==> src/rtl/led_flow_pwm_if.sv <==
// Control/drive bundle between the board-side controller and the flowing-LED driver.
interface led_flow_pwm_if #(
    parameter int N_LED = 4,
    parameter int CNT_W = 23
);
    logic             EN;
    logic             DIR;
    logic [CNT_W-1:0] duty;
    logic [N_LED-1:0] LED_out;
    logic             step;

    modport master (
        output EN,
        output DIR,
        output duty,
        input  LED_out,
        input  step
    );

    modport slave (
        input  EN,
        input  DIR,
        input  duty,
        output LED_out,
        output step
    );
endinterface

==> src/rtl/led_flow_pwm.sv <==
// N-channel flowing-LED PWM driver; LED_out/step registered one clock behind the counter, EN=0 freezes state.
// Define LED_FLOW_PINGPONG_EN for bounce-at-the-ends stepping (DIR ignored); default is wrap-around per DIR.
module led_flow_pwm #(
    parameter int N_LED    = 4,
    parameter int CNT_W    = 23,
    parameter int PERIOD   = 5_000_000,
    parameter int DUTY_RST = 1_250_000
) (
    input  logic          CLK,
    input  logic          RST,
    led_flow_pwm_if.slave bus
);
    localparam int POS_W = (N_LED > 1) ? $clog2(N_LED) : 1;
    localparam logic [CNT_W-1:0] CNT_LAST  = CNT_W'(PERIOD - 1);
    localparam logic [CNT_W-1:0] DUTY_INIT = CNT_W'(DUTY_RST);
    localparam logic [POS_W-1:0] POS_LAST  = POS_W'(N_LED - 1);

    logic [CNT_W-1:0] cnt, cnt_nxt;
    logic [CNT_W-1:0] duty_q, duty_nxt;
    logic [POS_W-1:0] pos, pos_nxt;
    logic [N_LED-1:0] led_q, led_nxt;
    logic             step_q, step_nxt;
    logic             wrap;

`ifdef LED_FLOW_PINGPONG_EN
    typedef enum logic {FLOW_UP = 1'b0, FLOW_DN = 1'b1} flow_dir_t;
    flow_dir_t flow_dir, flow_dir_nxt;
    logic      unused_dir;

    assign unused_dir = bus.DIR;

    always_ff @(posedge CLK or posedge RST) begin
        if (RST) begin
            flow_dir <= FLOW_UP;
        end else begin
            flow_dir <= flow_dir_nxt;
        end
    end
`endif

    assign wrap = bus.EN && (cnt == CNT_LAST);

    always_comb begin
        cnt_nxt  = cnt;
        duty_nxt = duty_q;
        pos_nxt  = pos;
        step_nxt = wrap;
        led_nxt  = '0;
`ifdef LED_FLOW_PINGPONG_EN
        flow_dir_nxt = flow_dir;
`endif

        if (bus.EN) begin
            cnt_nxt = wrap ? '0 : cnt + CNT_W'(1);
        end

        if (wrap) begin
            duty_nxt = bus.duty;
`ifdef LED_FLOW_PINGPONG_EN
            // Bounce off either end instead of re-lighting the end LED twice.
            if (flow_dir == FLOW_UP) begin
                if (pos == POS_LAST) begin
                    flow_dir_nxt = FLOW_DN;
                    pos_nxt      = pos - POS_W'(1);
                end else begin
                    pos_nxt = pos + POS_W'(1);
                end
            end else begin
                if (pos == '0) begin
                    flow_dir_nxt = FLOW_UP;
                    pos_nxt      = POS_W'(1);
                end else begin
                    pos_nxt = pos - POS_W'(1);
                end
            end
`else
            if (bus.DIR) begin
                pos_nxt = (pos == '0) ? POS_LAST : pos - POS_W'(1);
            end else begin
                pos_nxt = (pos == POS_LAST) ? '0 : pos + POS_W'(1);
            end
`endif
        end

        // Uses the pre-edge cnt/pos, so the lit window trails the counter by one clock.
        for (int i = 0; i < N_LED; i++) begin
            led_nxt[i] = bus.EN && (pos == POS_W'(i)) && (cnt < duty_q);
        end
    end

    always_ff @(posedge CLK or posedge RST) begin
        if (RST) begin
            cnt    <= '0;
            pos    <= '0;
            duty_q <= DUTY_INIT;
            led_q  <= '0;
            step_q <= 1'b0;
        end else begin
            cnt    <= cnt_nxt;
            pos    <= pos_nxt;
            duty_q <= duty_nxt;
            led_q  <= led_nxt;
            step_q <= step_nxt;
        end
    end

    assign bus.LED_out = led_q;
    assign bus.step    = step_q;
endmodule

==> src/flat_wrapper.sv <==
// flat-port wrapper written by rule: the top's interface ports become plain ports
module led_flow_pwm_flat 
#(
    parameter int N_LED    = 4,
    parameter int CNT_W    = 23,
    parameter int PERIOD   = 5_000_000,
    parameter int DUTY_RST = 1_250_000
)
  (CLK, RST, bus_EN, bus_DIR, bus_duty, bus_LED_out, bus_step);
  led_flow_pwm_if #(.N_LED(N_LED), .CNT_W(CNT_W)) bus_i ();
  input  logic CLK;
  input  logic RST;
  input wire logic [$bits(bus_i.EN)-1:0] bus_EN;
  input wire logic [$bits(bus_i.DIR)-1:0] bus_DIR;
  input wire logic [$bits(bus_i.duty)-1:0] bus_duty;
  output wire logic [$bits(bus_i.LED_out)-1:0] bus_LED_out;
  output wire logic [$bits(bus_i.step)-1:0] bus_step;
  assign bus_i.EN = bus_EN;
  assign bus_i.DIR = bus_DIR;
  assign bus_i.duty = bus_duty;
  assign bus_LED_out = bus_i.LED_out;
  assign bus_step = bus_i.step;
  led_flow_pwm #(.N_LED(N_LED), .CNT_W(CNT_W), .PERIOD(PERIOD), .DUTY_RST(DUTY_RST)) u_core (.CLK(CLK), .RST(RST), .bus(bus_i));
endmodule
==> config.mk <==
export PLATFORM = sky130hd
export DESIGN_NAME = led_flow_pwm_flat
export DESIGN_NICKNAME = d
export VERILOG_FILES = /design/src/rtl/led_flow_pwm_if.sv /design/src/rtl/led_flow_pwm.sv /design/src/flat_wrapper.sv
export SDC_FILE = /design/constraint.sdc
export NUM_CORES = 1
export LEC_CHECK = 0
export CAP_MARGIN = 5
export CORE_UTILIZATION = 45
export CTS_CLUSTER_SIZE = 8
export DETAILED_ROUTE_END_ITERATION = 7
export PLACE_DENSITY_LB_ADDON = 0.08
export SLEW_MARGIN = 20
export SYNTH_ARGS = -nofsm -noshare
export SYNTH_HDL_FRONTEND = slang
export SYNTH_SLANG_ARGS = --single-unit
==> constraint.sdc <==
create_clock -name CLK -period 2.1 [get_ports CLK]
set_input_delay 0.21 -clock CLK [delete_from_list [all_inputs] [get_ports CLK]]
set_output_delay 0.21 -clock CLK [all_outputs]
set_load 0.005 [all_outputs]
==> key figures, run 1 <==
Status
  • Status: finished, final reports clean

Drt
  • Via-per-instance ratio: 5.084
  • Drt total wl: between 5 and 6 mm
  • Avg WL per Cell: between 10 and 15 µm
  • Met2 WL: about 2.4 mm
  • DRC: 0
  • Vias: 2064
  • Top routing layer used: met4
  • 1st-iter DRT viols: 99
  • Wl on met1: between 2 and 3 mm
  • Routed Antenna Nets: 0
  • DR pass1 iterations: 4
  • DR WL met3: 168 µm

Clock network
  • Sink Count: 53
  • Root Driver: clkbuf_8
  • Hold buffers post-CTS: 0
  • Clk pin slew, worst setup/hold paths: 0.10 ns
  • Cts bufs inserted: 5
  • # H-tree levels: 2
  • Worst-Skew Late Latency: 0.30 ns
  • Max clock buf depth: 2
  • CTS tree: built

Worst setup path
  • Max FO, Critical Path: 4
  • Crit. End Element: flop
  • R2r worst-path depth: 9
  • Setup CP Type: reg -> reg
  • Worst Path Arrival: about 2.2 ns
  • Reg-to-Reg End: u_core.bus.LED_out[1]
  • R2R Setup Slk: 0.08 ns
  • WP data required: around 2.3 ns
  • Startpoint Class: flop
  • Reg2reg start: u_core.duty_q[20]

Timing
  • Fin Clk Skew: ~0.0084 ns
  • Fin crit share: a little over nine tenths
  • Final setup margin: about 0.076 ns
  • Measured slew at the worst slew-check pin: about 0.35 ns
  • Hold Vio Cnt, Final: 0
  • RSZ-0062 raised after global routing: true
  • Fmax achieved: ~490 MHz
  • # setup viols final: 0
  • Slew HR: between 70% and 80%
  • Pins Over Slew Limit: 0
  • Crit path time final: approximately 2 ns
  • Hold slack final: approximately 0.25 ns

Die
  • Core area: roughly 6000 µm²
  • Die H: between 80 and 90 µm
  • Initial Util: approximately 47%
  • # IOs: 32
  • Die width: slightly above 80 µm
  • Row cnt: 28
  • Area of the die: around 6500 µm²

Pwr
  • Gate power share: 10.7%
  • Int Pwr: roughly 1.4 mW
  • Peak VDD IR: 0.2768 mV
  • Sw power: between 0.4 and 0.5 mW
  • Sequential Power Share: about three fifths
  • Pwr Density: 557.6 nW/µm²
  • Sw Share: 25.99%
  • Power, Total: about 1.9 mW
  • Leakage: roughly 1.7 nW
  • Clock power frac: between 20 and 30%

Logic synthesis
  • Mapped Nets: 335
  • Flops & latches, synth: 53
  • Syn avg cell area: ~10 µm²
  • Distinct cell type count after synthesis: 40
  • Post-synth top area share: 40.18%
  • Mapped Cells: ~280
  • Synth Warn #: 0
  • Area leader, netlist: dfrtp_1
  • Area contributors post-synth: dfrtp_1, ha_1, dfstp_2, nand2_1, o21ai_0
  • Seq/Total Area, Yosys: about 48%
  • Post-Synthesis Cell Area: 2803 µm²

Global routing
  • Initial antenna violation count: 0
  • Largest net degree at the start of global routing: 54
  • Global Route Usage Sum: between 10% and 20%
  • GR Overflow Total: 0
  • Number of global-route vias before repair: 2100
  • First-pass GRT wire length: between 9 and 10 mm

Place
  • PortBufs: 31
  • Post-Place Cells: approximately 400
  • DP Worst Slack: -0.06519 ns
  • RePlAce Congestion: 0.8348
  • Post-DP HPWL: between 4 and 5 mm

Layout
  • Antenna cells: 0
  • Layout cells sized above 1: a little over an eighth
  • Commonest non-fill, non-tap cell in the layout: dfrtp_1
  • Most frequent cells in the layout: dfrtp_1, nand2_1, clkdlybuf4s50_1
  • Nets@finish: roughly 380
  • Area grow syn2layout: 22.59%
  • Post-route insts no fill: 406

Flow run
  • Max Cap Viol: 0

Min path
  • Worst Hold Class: in -> async
[through the flow]
stage	setup TNS, ns	cell area, µm²	util (%)
3_3_place_gp	-0.09528	3314	55.65
5_1_grt	0	3436	57.69
3_5_place_dp	-0.2491	3314	55.65
4_1_cts	0	3401	57.10
2_1_floorplan	0	2803	-
6_report	0	3436	57.69
[worst max-delay path, cell delays in order, from the launching register on]
cell     delay (ns)
dfstp_2        0.52
inv_1          0.06
ha_4           0.27
nand4_1        0.10
nor4_1         0.28
buf_4          0.18
nand4_1        0.12
a21oi_2        0.18
buf_4          0.15
nor3b_1        0.05
[timing repair]
item | CTS | global route
pin swaps | 1 | 5
gates cloned | 0 | 0
gates resized for setup | 2 | 4
endpoints found under the setup margin | 4 | 5
buffers inserted | 0 | 1
[layer usage]
metal / up-vias / track usage [%]
met5: - / 0
met4: 0 / 7.143
met3: 10 / 2.809
met2: 33 / 31.18
met1: 964 / 24.36
li1: 1057 / -
[cells by family (layout without fill, tap and decap cells)]
| group | Yosys count | in the layout | share of synthesized area [%] |
|---|---|---|---|
| compound gates | 46 | 46 | 9.687 |
| xor+xnor | 19 | 19 | 5.938 |
| fa+ha+maj | 27 | 27 | 12.05 |
| buf+inv | 37 | 87 | 5.759 |
| flops | 53 | 53 | 47.68 |
| mux | 2 | 2 | 0.7143 |
| simple gates | 97 | 97 | 18.17 |
[area by class of cell]
type	instances	area (µm²)
Fill cell	525	2520
Clock buffer	6	72.57
Tap cell	75	93.84
Clock inverter	2	10.01
Sequential cell	53	1336
Timing Repair Buffer	50	478.0
Multi-Input combinational cell	191	1336
Inverter	29	108.9
[cell usage after synthesis (all sizes together)]
master and instances:
inv 29, o211a 1, nand3 13, a21o 3, and4 1, ha 27, xor2 5, clkbuf 2
nand4 11, mux2i 2, nor2b 1, nor4b 2, nor3b 3, buf 6, a221o 1, o31ai 1
nand2b 1, and4b 1, dfrtp 45, nand2 37, and3 3, nor4 4, and2 1, nor3 3
or3 2, a221oi 2, dfstp 8, o211ai 1, nor2 13, or2 1, xnor2 14, a21oi 8
o21ai 28, o21a 1
[registers in the layout (all words and copies together), names as in the netlist]
name                flops
u_core.bus.LED_out      4
u_core.bus.step         1
u_core.cnt             23
u_core.duty_q          23
u_core.pos              2
[worst max-delay path by stage]
stage	from	to	slack (ns)	depth (start not counted)
CTS	u_core.duty_q[9]	u_core.bus.LED_out[1]	0.007	7
global route	u_core.duty_q[16]	u_core.bus.LED_out[2]	0.0005	9
detailed placement	u_core.duty_q[17]	u_core.bus.LED_out[1]	-0.07	9
finish	u_core.duty_q[20]	u_core.bus.LED_out[1]	0.08	9
global placement	u_core.duty_q[9]	u_core.bus.LED_out[2]	-0.03	7
floorplan	u_core.duty_q[9]	u_core.bus.LED_out[0]	0.20	7
[power by group through the flow]
stage          logic [mW]  clock network [mW]  registers [mW]
2_1_floorplan       0.119                   0            1.16
3_3_place_gp        0.203                   0            1.17
3_5_place_dp        0.207                   0            1.18
4_1_cts             0.209               0.579            1.16
5_1_grt             0.241               0.614            1.17
6_report            0.205               0.556            1.15
No activity file was read; power rests on OpenSTA's default activity.
==> run 2, diff against run 1 <==
- CORE_UTILIZATION: 45 -> 30
- CTS_BUF_LIST: unset -> sky130_fd_sc_hd__clkbuf_8 sky130_fd_sc_hd__clkbuf_16
- clock period: 2.1 -> 1.7 ns (I/O delays scaled with it)
==> run 2 against run 1 <==
Against the previous run: the run now ends with negative setup slack left; core utilization is 8.4 points lower; design area up 27%; register-to-register slack lost 0.36 ns; total power grew 31%; cell count grew 22%.
==> key figures, run 2 (same netlist as run 1, synthesis figures left out) <==
Layout
  • Post-route insts no fill: 495 (+22%)
  • Most frequent cells in the layout: buf_4, dfrtp_1, clkdlybuf4s50_1
  • Layout cells sized above 1: 43.93% (+30 points)
  • Area grow syn2layout: 56.25%
  • Antenna cells: 0 (unchanged)
  • Commonest non-fill, non-tap cell in the layout: buf_4
  • Nets@finish: 440 (+15%)

Drt
  • Avg WL per Cell: 14.18 µm (+8.5%)
  • Routed Antenna Nets: 0 (unchanged)
  • DR pass1 iterations: 4 (unchanged)
  • Vias: 2324 (+13%)
  • DRC: 0 (unchanged)
  • Via-per-instance ratio: 4.695 (-7.6%)
  • Drt total wl: 7.018 mm (+32%)
  • 1st-iter DRT viols: 92 (-7.1%)

Die
  • Row cnt: 34 (+21%)
  • Die H: 98.66 µm (+22%)
  • Area of the die: 9733 µm² (+49%)
  • Die width: 98.66 µm (+22%)
  • Initial Util: 31.52% (-16 points)
  • # IOs: 32 (unchanged)
  • Core area: 8891 µm² (+49%)

Timing
  • # setup viols final: 41 (+41)
  • Fin Clk Skew: 0.006781 ns (-0.001586 ns)
  • Crit path time final: 1.981 ns (-0.04271 ns)
  • Hold Vio Cnt, Final: 0 (unchanged)
  • Fmax achieved: 504.7 MHz (+2.2%)
  • Slew HR: 75.28% (-1.1 points)
  • RSZ-0062 raised after global routing: true
  • Pins Over Slew Limit: 0 (unchanged)
  • Final setup margin: -0.2815 ns (-0.3573 ns)
  • Measured slew at the worst slew-check pin: 0.3709 ns (+0.02000 ns)
  • Fin crit share: 116.6% (+20 points)

Pwr
  • Pwr Density: 571.4 nW/µm² (+2.5%)
  • Peak VDD IR: 0.3483 mV (+26%)
  • Leakage: 2.172 nW (+26%)
  • Power, Total: 2.502 mW (+31%)

Global routing
  • First-pass GRT wire length: 11.85 mm (+28%)
  • Met2 Track Usage GR: 25.24% (-5.9 points)
  • Number of global-route vias before repair: 2362 (+12%)
  • Global Route Usage Sum: 15.84% (-2.8 points)
  • GR Overflow Total: 0 (unchanged)
  • M1 GR Usage: 22.38% (-2.0 points)
  • Initial antenna violation count: 0 (unchanged)
  • GR peak layer: met2
  • Largest net degree at the start of global routing: 54 (unchanged)
  • GR Util met3: 2.411% (-0.40 points)

Place
  • Post-Place Cells: 466 (+17%)
  • RePlAce Congestion: 0.7608 (-8.9%)
  • Post-DP HPWL: 4.647 mm (+16%)
  • PortBufs: 31 (unchanged)

Worst setup path
  • Setup CP Type: reg -> reg
  • R2R Setup Slk: -0.28 ns (-0.36 ns)
  • Critical-path top delay cell: dfstp_2
  • Max FO, Critical Path: 4 (unchanged)
  • Most frequent cell on the critical path: nand4_1
  • R2r worst-path depth: 8 (-1)
  • Startpoint Class: flop
  • Critical Path Max Stage Delay: 0.54 ns (+0.02 ns)
  • WP data required: 1.89 ns (-0.40 ns)
  • Crit. End Element: flop
  • Worst Path Arrival: 2.17 ns (-0.05 ns)
  • Reg-to-Reg End: u_core.bus.LED_out[0]
  • Crit-path cells: inv_2 > ha_4 > nand4_1 > nor4_4 > nand4_1 > a21oi_2 > buf_6 > nor3b_2
  • Reg2reg start: u_core.duty_q[16]

Clock network
  • Cts bufs inserted: 5 (unchanged)
  • Sink Count: 53 (unchanged)
  • # H-tree levels: 2 (unchanged)
  • Worst-Skew Late Latency: 0.31 ns (about the same)
  • Root Driver: clkbuf_8
  • CTS tree: built
  • Hold buffers post-CTS: 0 (unchanged)
  • Max clock buf depth: 2 (unchanged)
  • Clk pin slew, worst setup/hold paths: 0.10 ns (about the same)

Min path
  • Worst Hold Class: in -> async

Flow run
  • Max Cap Viol: 0 (unchanged)

Status
  • Violated checks: negative setup slack
  • Status: finished with violations
[run 2: cell types whose count changed in the layout (fill, tap and decap cells not counted), moves of 6 or more]
cell / delta
o21ai_1: +6
nand2_1: -25
o21ai_2: +17
nand2_4: +7
buf_6: +12
nor2_1: -6
o21ai_0: -23
nand2_2: +18
buf_4: +33
buf_8: +6
[run 2: power by group]
part | internal (mW) | switching (mW) | total [mW]
combinational | 0.227 | 0.186 | 0.413
sequential | 1.32 | 0.0704 | 1.39
clock | 0.277 | 0.420 | 0.697
total | 1.83 | 0.676 | 2.50
[run 2: what timing repair did]
item	in CTS	in global routing
setup endpoints to repair	42	44
pin swaps	42	18
setup buffers	10	5
gates resized for setup	84	55
cloned	8	0
[run 2: worst max-delay path by stage]
stage | startpoint | endpoint | slack [ns] | depth (start not counted)
2_1_floorplan | u_core.duty_q[9] | u_core.bus.LED_out[0] | -0.16 | 7
3_3_place_gp | u_core.duty_q[9] | u_core.bus.LED_out[0] | -0.33 | 7
3_5_place_dp | u_core.duty_q[16] | u_core.bus.LED_out[0] | -0.43 | 8
4_1_cts | u_core.duty_q[20] | u_core.bus.LED_out[0] | -0.30 | 8
5_1_grt | u_core.duty_q[16] | u_core.bus.LED_out[0] | -0.39 | 8
6_report | u_core.duty_q[16] | u_core.bus.LED_out[0] | -0.28 | 8
[run 2: worst max-delay path: cells and delay by family (launching register included)]
kind | cells | cell delay, ns
compound gates | 1 | 0.17
fa+ha+maj | 1 | 0.26
buf+inv | 2 | 0.18
flops | 1 | 0.54
simple gates | 4 | 0.72
[run 2: final cells by class]
cell class,count,area [µm²]
sequential,53,1338
multi-input combinational,191,1659
tap,108,135.1
fill,820,4512
clock buffer,5,68.82
clock inverter,3,11.26
inverter,29,108.9
timing repair buffer,106,1059
[run 2: routing by layer]
| layer | wire length (µm) | vias to the layer above | part of all wire [%] |
|---|---|---|---|
| li1 | - | 1172 | - |
| met1 | 3536 | 1121 | 50 |
| met2 | 3255 | 25 | 46 |
| met3 | 151 | 6 | 2.2 |
| met4 | 75 | 0 | 1.1 |
| met5 | 0 | - | 0 |
[run 2: stage by stage]
stage | hold slack (ns) | utilization [%] | cell area, µm² | setup slack, ns | setup TNS, ns
floorplan | 0.2772 | - | 2823 | -0.1553 | -0.6260
global placement | 0.4520 | 41.01 | 3646 | -0.3267 | -7.592
detailed placement | 0.4616 | 41.01 | 3646 | -0.4282 | -8.214
CTS | 0.2464 | 47.06 | 4184 | -0.2962 | -5.133
global route | 0.2506 | 49.25 | 4379 | -0.3941 | -9.258
finish | 0.2302 | 49.25 | 4379 | -0.2815 | -5.823
==> run 3, diff against run 2 <==
- clock period: 1.7 -> 2.2 ns (I/O delays scaled with it)
==> run 3 against run 2 <==
Against the previous run: the flow now finishes without violations; flip-flop and latch count stayed put; die area unchanged; routed wire length shrank 15%; worst hold slack better by 0.0076 ns; count of clock-buffer cells in the layout rose by 1; clock power barely moved; total power shrank 20%; first-iteration DRC count is 22% lower; critical path depth shrank 1; sequential share of layout area up 8.3 points; clock skew decreased by 0.0019 ns; critical endpoint unchanged; highest routed layer unchanged.
==> key figures, run 3 (same netlist as run 1, synthesis figures left out) <==
Status
  • Status: finished, final reports clean

Worst setup path
  • Crit. End Element: flop
  • Crit-path cells: inv_1 > ha_1 > and2_0 > a221o_1 > a221oi_1 > o21ai_2 > nor3b_1
  • Setup CP Type: reg -> reg
  • Startpoint Class: flop
  • Crit path buf inv count: 1 (-1)
  • WP data required: 2.42 ns (+0.53 ns)
  • Critical Path Max Stage Delay: 0.53 ns (about the same)
  • Max FO, Critical Path: 4 (unchanged)
  • Worst Path Arrival: 2.28 ns (+0.11 ns)
  • Critical-path top delay cell: dfstp_2
  • Top delay family on crit path: compound AO/OA/AOI/OAI gates

Pwr
  • Peak VDD IR: 0.2747 mV (-21%)
  • Leakage: 1.704 nW (-22%)
  • Pwr Density: 580.5 nW/µm² (+1.6%)

Clock network
  • Worst-Skew Late Latency: 0.31 ns (about the same)
  • Post-CTS Setup Inserts: 0 (-10)
  • Root Driver: clkbuf_8
  • CTS tree: built
  • Clk pin slew, worst setup/hold paths: 0.10 ns (about the same)
  • Cts bufs inserted: 5 (unchanged)
  • Max clock buf depth: 2 (unchanged)
  • # H-tree levels: 2 (unchanged)
  • Sink Count: 53 (unchanged)

Flow run
  • Max Cap Viol: 0 (unchanged)

Global routing
  • GR Overflow Total: 0 (unchanged)
  • Initial antenna violation count: 0 (unchanged)
  • Largest net degree at the start of global routing: 44 (-19%)
  • Global Route Usage Sum: 13.73% (-2.1 points)
  • First-pass GRT wire length: 10.33 mm (-13%)
  • Number of global-route vias before repair: 2012 (-15%)

Timing
  • Final setup margin: 0.1434 ns (+0.4248 ns)
  • Crit path time final: 2.057 ns (+0.07518 ns)
  • Fin crit share: 93.48% (-23 points)
  • RSZ-0062 raised after global routing: false
  • Fmax achieved: 486.2 MHz (-3.7%)
  • Fin Clk Skew: 0.004847 ns (-0.001934 ns)
  • Pins Over Slew Limit: 0 (unchanged)
  • Hold slack final: 0.2377 ns (+0.007585 ns)
  • Setup Total Neg Slack: 0 ns (+5.823 ns)
  • Hold Vio Cnt, Final: 0 (unchanged)
  • Slew HR: 67.92% (-7.4 points)
  • Measured slew at the worst slew-check pin: 0.4805 ns (+0.1096 ns)
  • # setup viols final: 0 (-100%)

Drt
  • Via-per-instance ratio: 4.686 (-0.19%)
  • Routed Antenna Nets: 0 (unchanged)
  • Vias: 2029 (-13%)
  • DRC: 0 (unchanged)
  • 1st-iter DRT viols: 72 (-22%)
  • DR pass1 iterations: 4 (unchanged)
  • Drt total wl: 5.950 mm (-15%)
  • Avg WL per Cell: 13.74 µm (-3.1%)

Layout
  • Area grow syn2layout: 22.81%
  • Antenna cells: 0 (unchanged)
  • Most frequent cells in the layout: dfrtp_1, nand2_1, clkdlybuf4s50_1
  • Layout cells sized above 1: 11.08% (-33 points)
  • Commonest non-fill, non-tap cell in the layout: dfrtp_1
  • Final Util: 38.71% (-11 points)
  • Nets@finish: 378 (-14%)

Place
  • RePlAce Congestion: 0.7463 (-1.9%)
  • DP Worst Slack: 0.03124 ns (+0.4594 ns)
  • PortBufs: 31 (unchanged)
  • Post-DP HPWL: 4.449 mm (-4.3%)

Die
  • Core area: 8891 µm² (unchanged)
  • Die width: 98.66 µm (unchanged)
  • Area of the die: 9733 µm² (unchanged)
  • Die H: 98.66 µm (unchanged)
  • Initial Util: 31.52% (unchanged)
  • Row cnt: 34 (unchanged)
  • # IOs: 32 (unchanged)

Min path
  • Worst Hold Class: in -> async
-- run 3: changes by cell type in the layout (fill, tap and decap cells not counted), sizes merged --
cell | previous run | this run
buf | 75 | 13
bufinv | 0 | 1
clkbuf | 5 | 6
inv | 32 | 30
-- run 3: final timing paths --
path	end	start	slack, ns	cells after the start
min reg2reg	u_core.duty_q[0]	u_core.duty_q[0]	0.48	2
max in group asynchronous	u_core.duty_q[4]	RST	1.35	3
min	u_core.duty_q[8]	RST	0.24	2
min in group CLK	u_core.duty_q[6]	bus_duty[6]	0.42	3
max reg2reg	u_core.bus.LED_out[0]	u_core.duty_q[9]	0.14	7
max	u_core.bus.LED_out[0]	u_core.duty_q[9]	0.14	7
-- run 3: power breakdown --
group          leakage (nW)  total [mW]  internal (mW)  switching (mW)
clock network        0.0626       0.699          0.367           0.332
registers             0.611        1.11           1.02          0.0858
logic                  1.03       0.194          0.110          0.0834
total                  1.70        2.00           1.50           0.501
-- run 3: layout make-up --
class	instances	area (µm²)
tap	108	135.1
timing repair buffer	44	432.9
multi-input combinational	191	1313
sequential	53	1336
clock buffer	6	82.58
clock inverter	2	33.78
fill	901	5449
inverter	29	108.9
-- run 3: layer usage --
metal / wire, µm / global-route usage [%]
met5: 0 / 0
met4: 75 / 4.133
met3: 210 / 2.908
met2: 2542 / 20.53
met1: 3121 / 19.88
-- run 3: through the flow --
step / total power, mW / std cells / instance area (µm²)
finish: 1.998 / 433 / 3442
detailed placement: 1.322 / 425 / 3318
global placement: 1.321 / 425 / 3318
global route: 2.114 / 433 / 3442
CTS: 2.032 / 433 / 3435
floorplan: 1.219 / 281 / 2803
-- run 3: what timing repair did --
action | in CTS | in global routing
setup endpoints to repair | 0 | 4
hold buffers | 0 | 0
gates resized for setup | 0 | 3
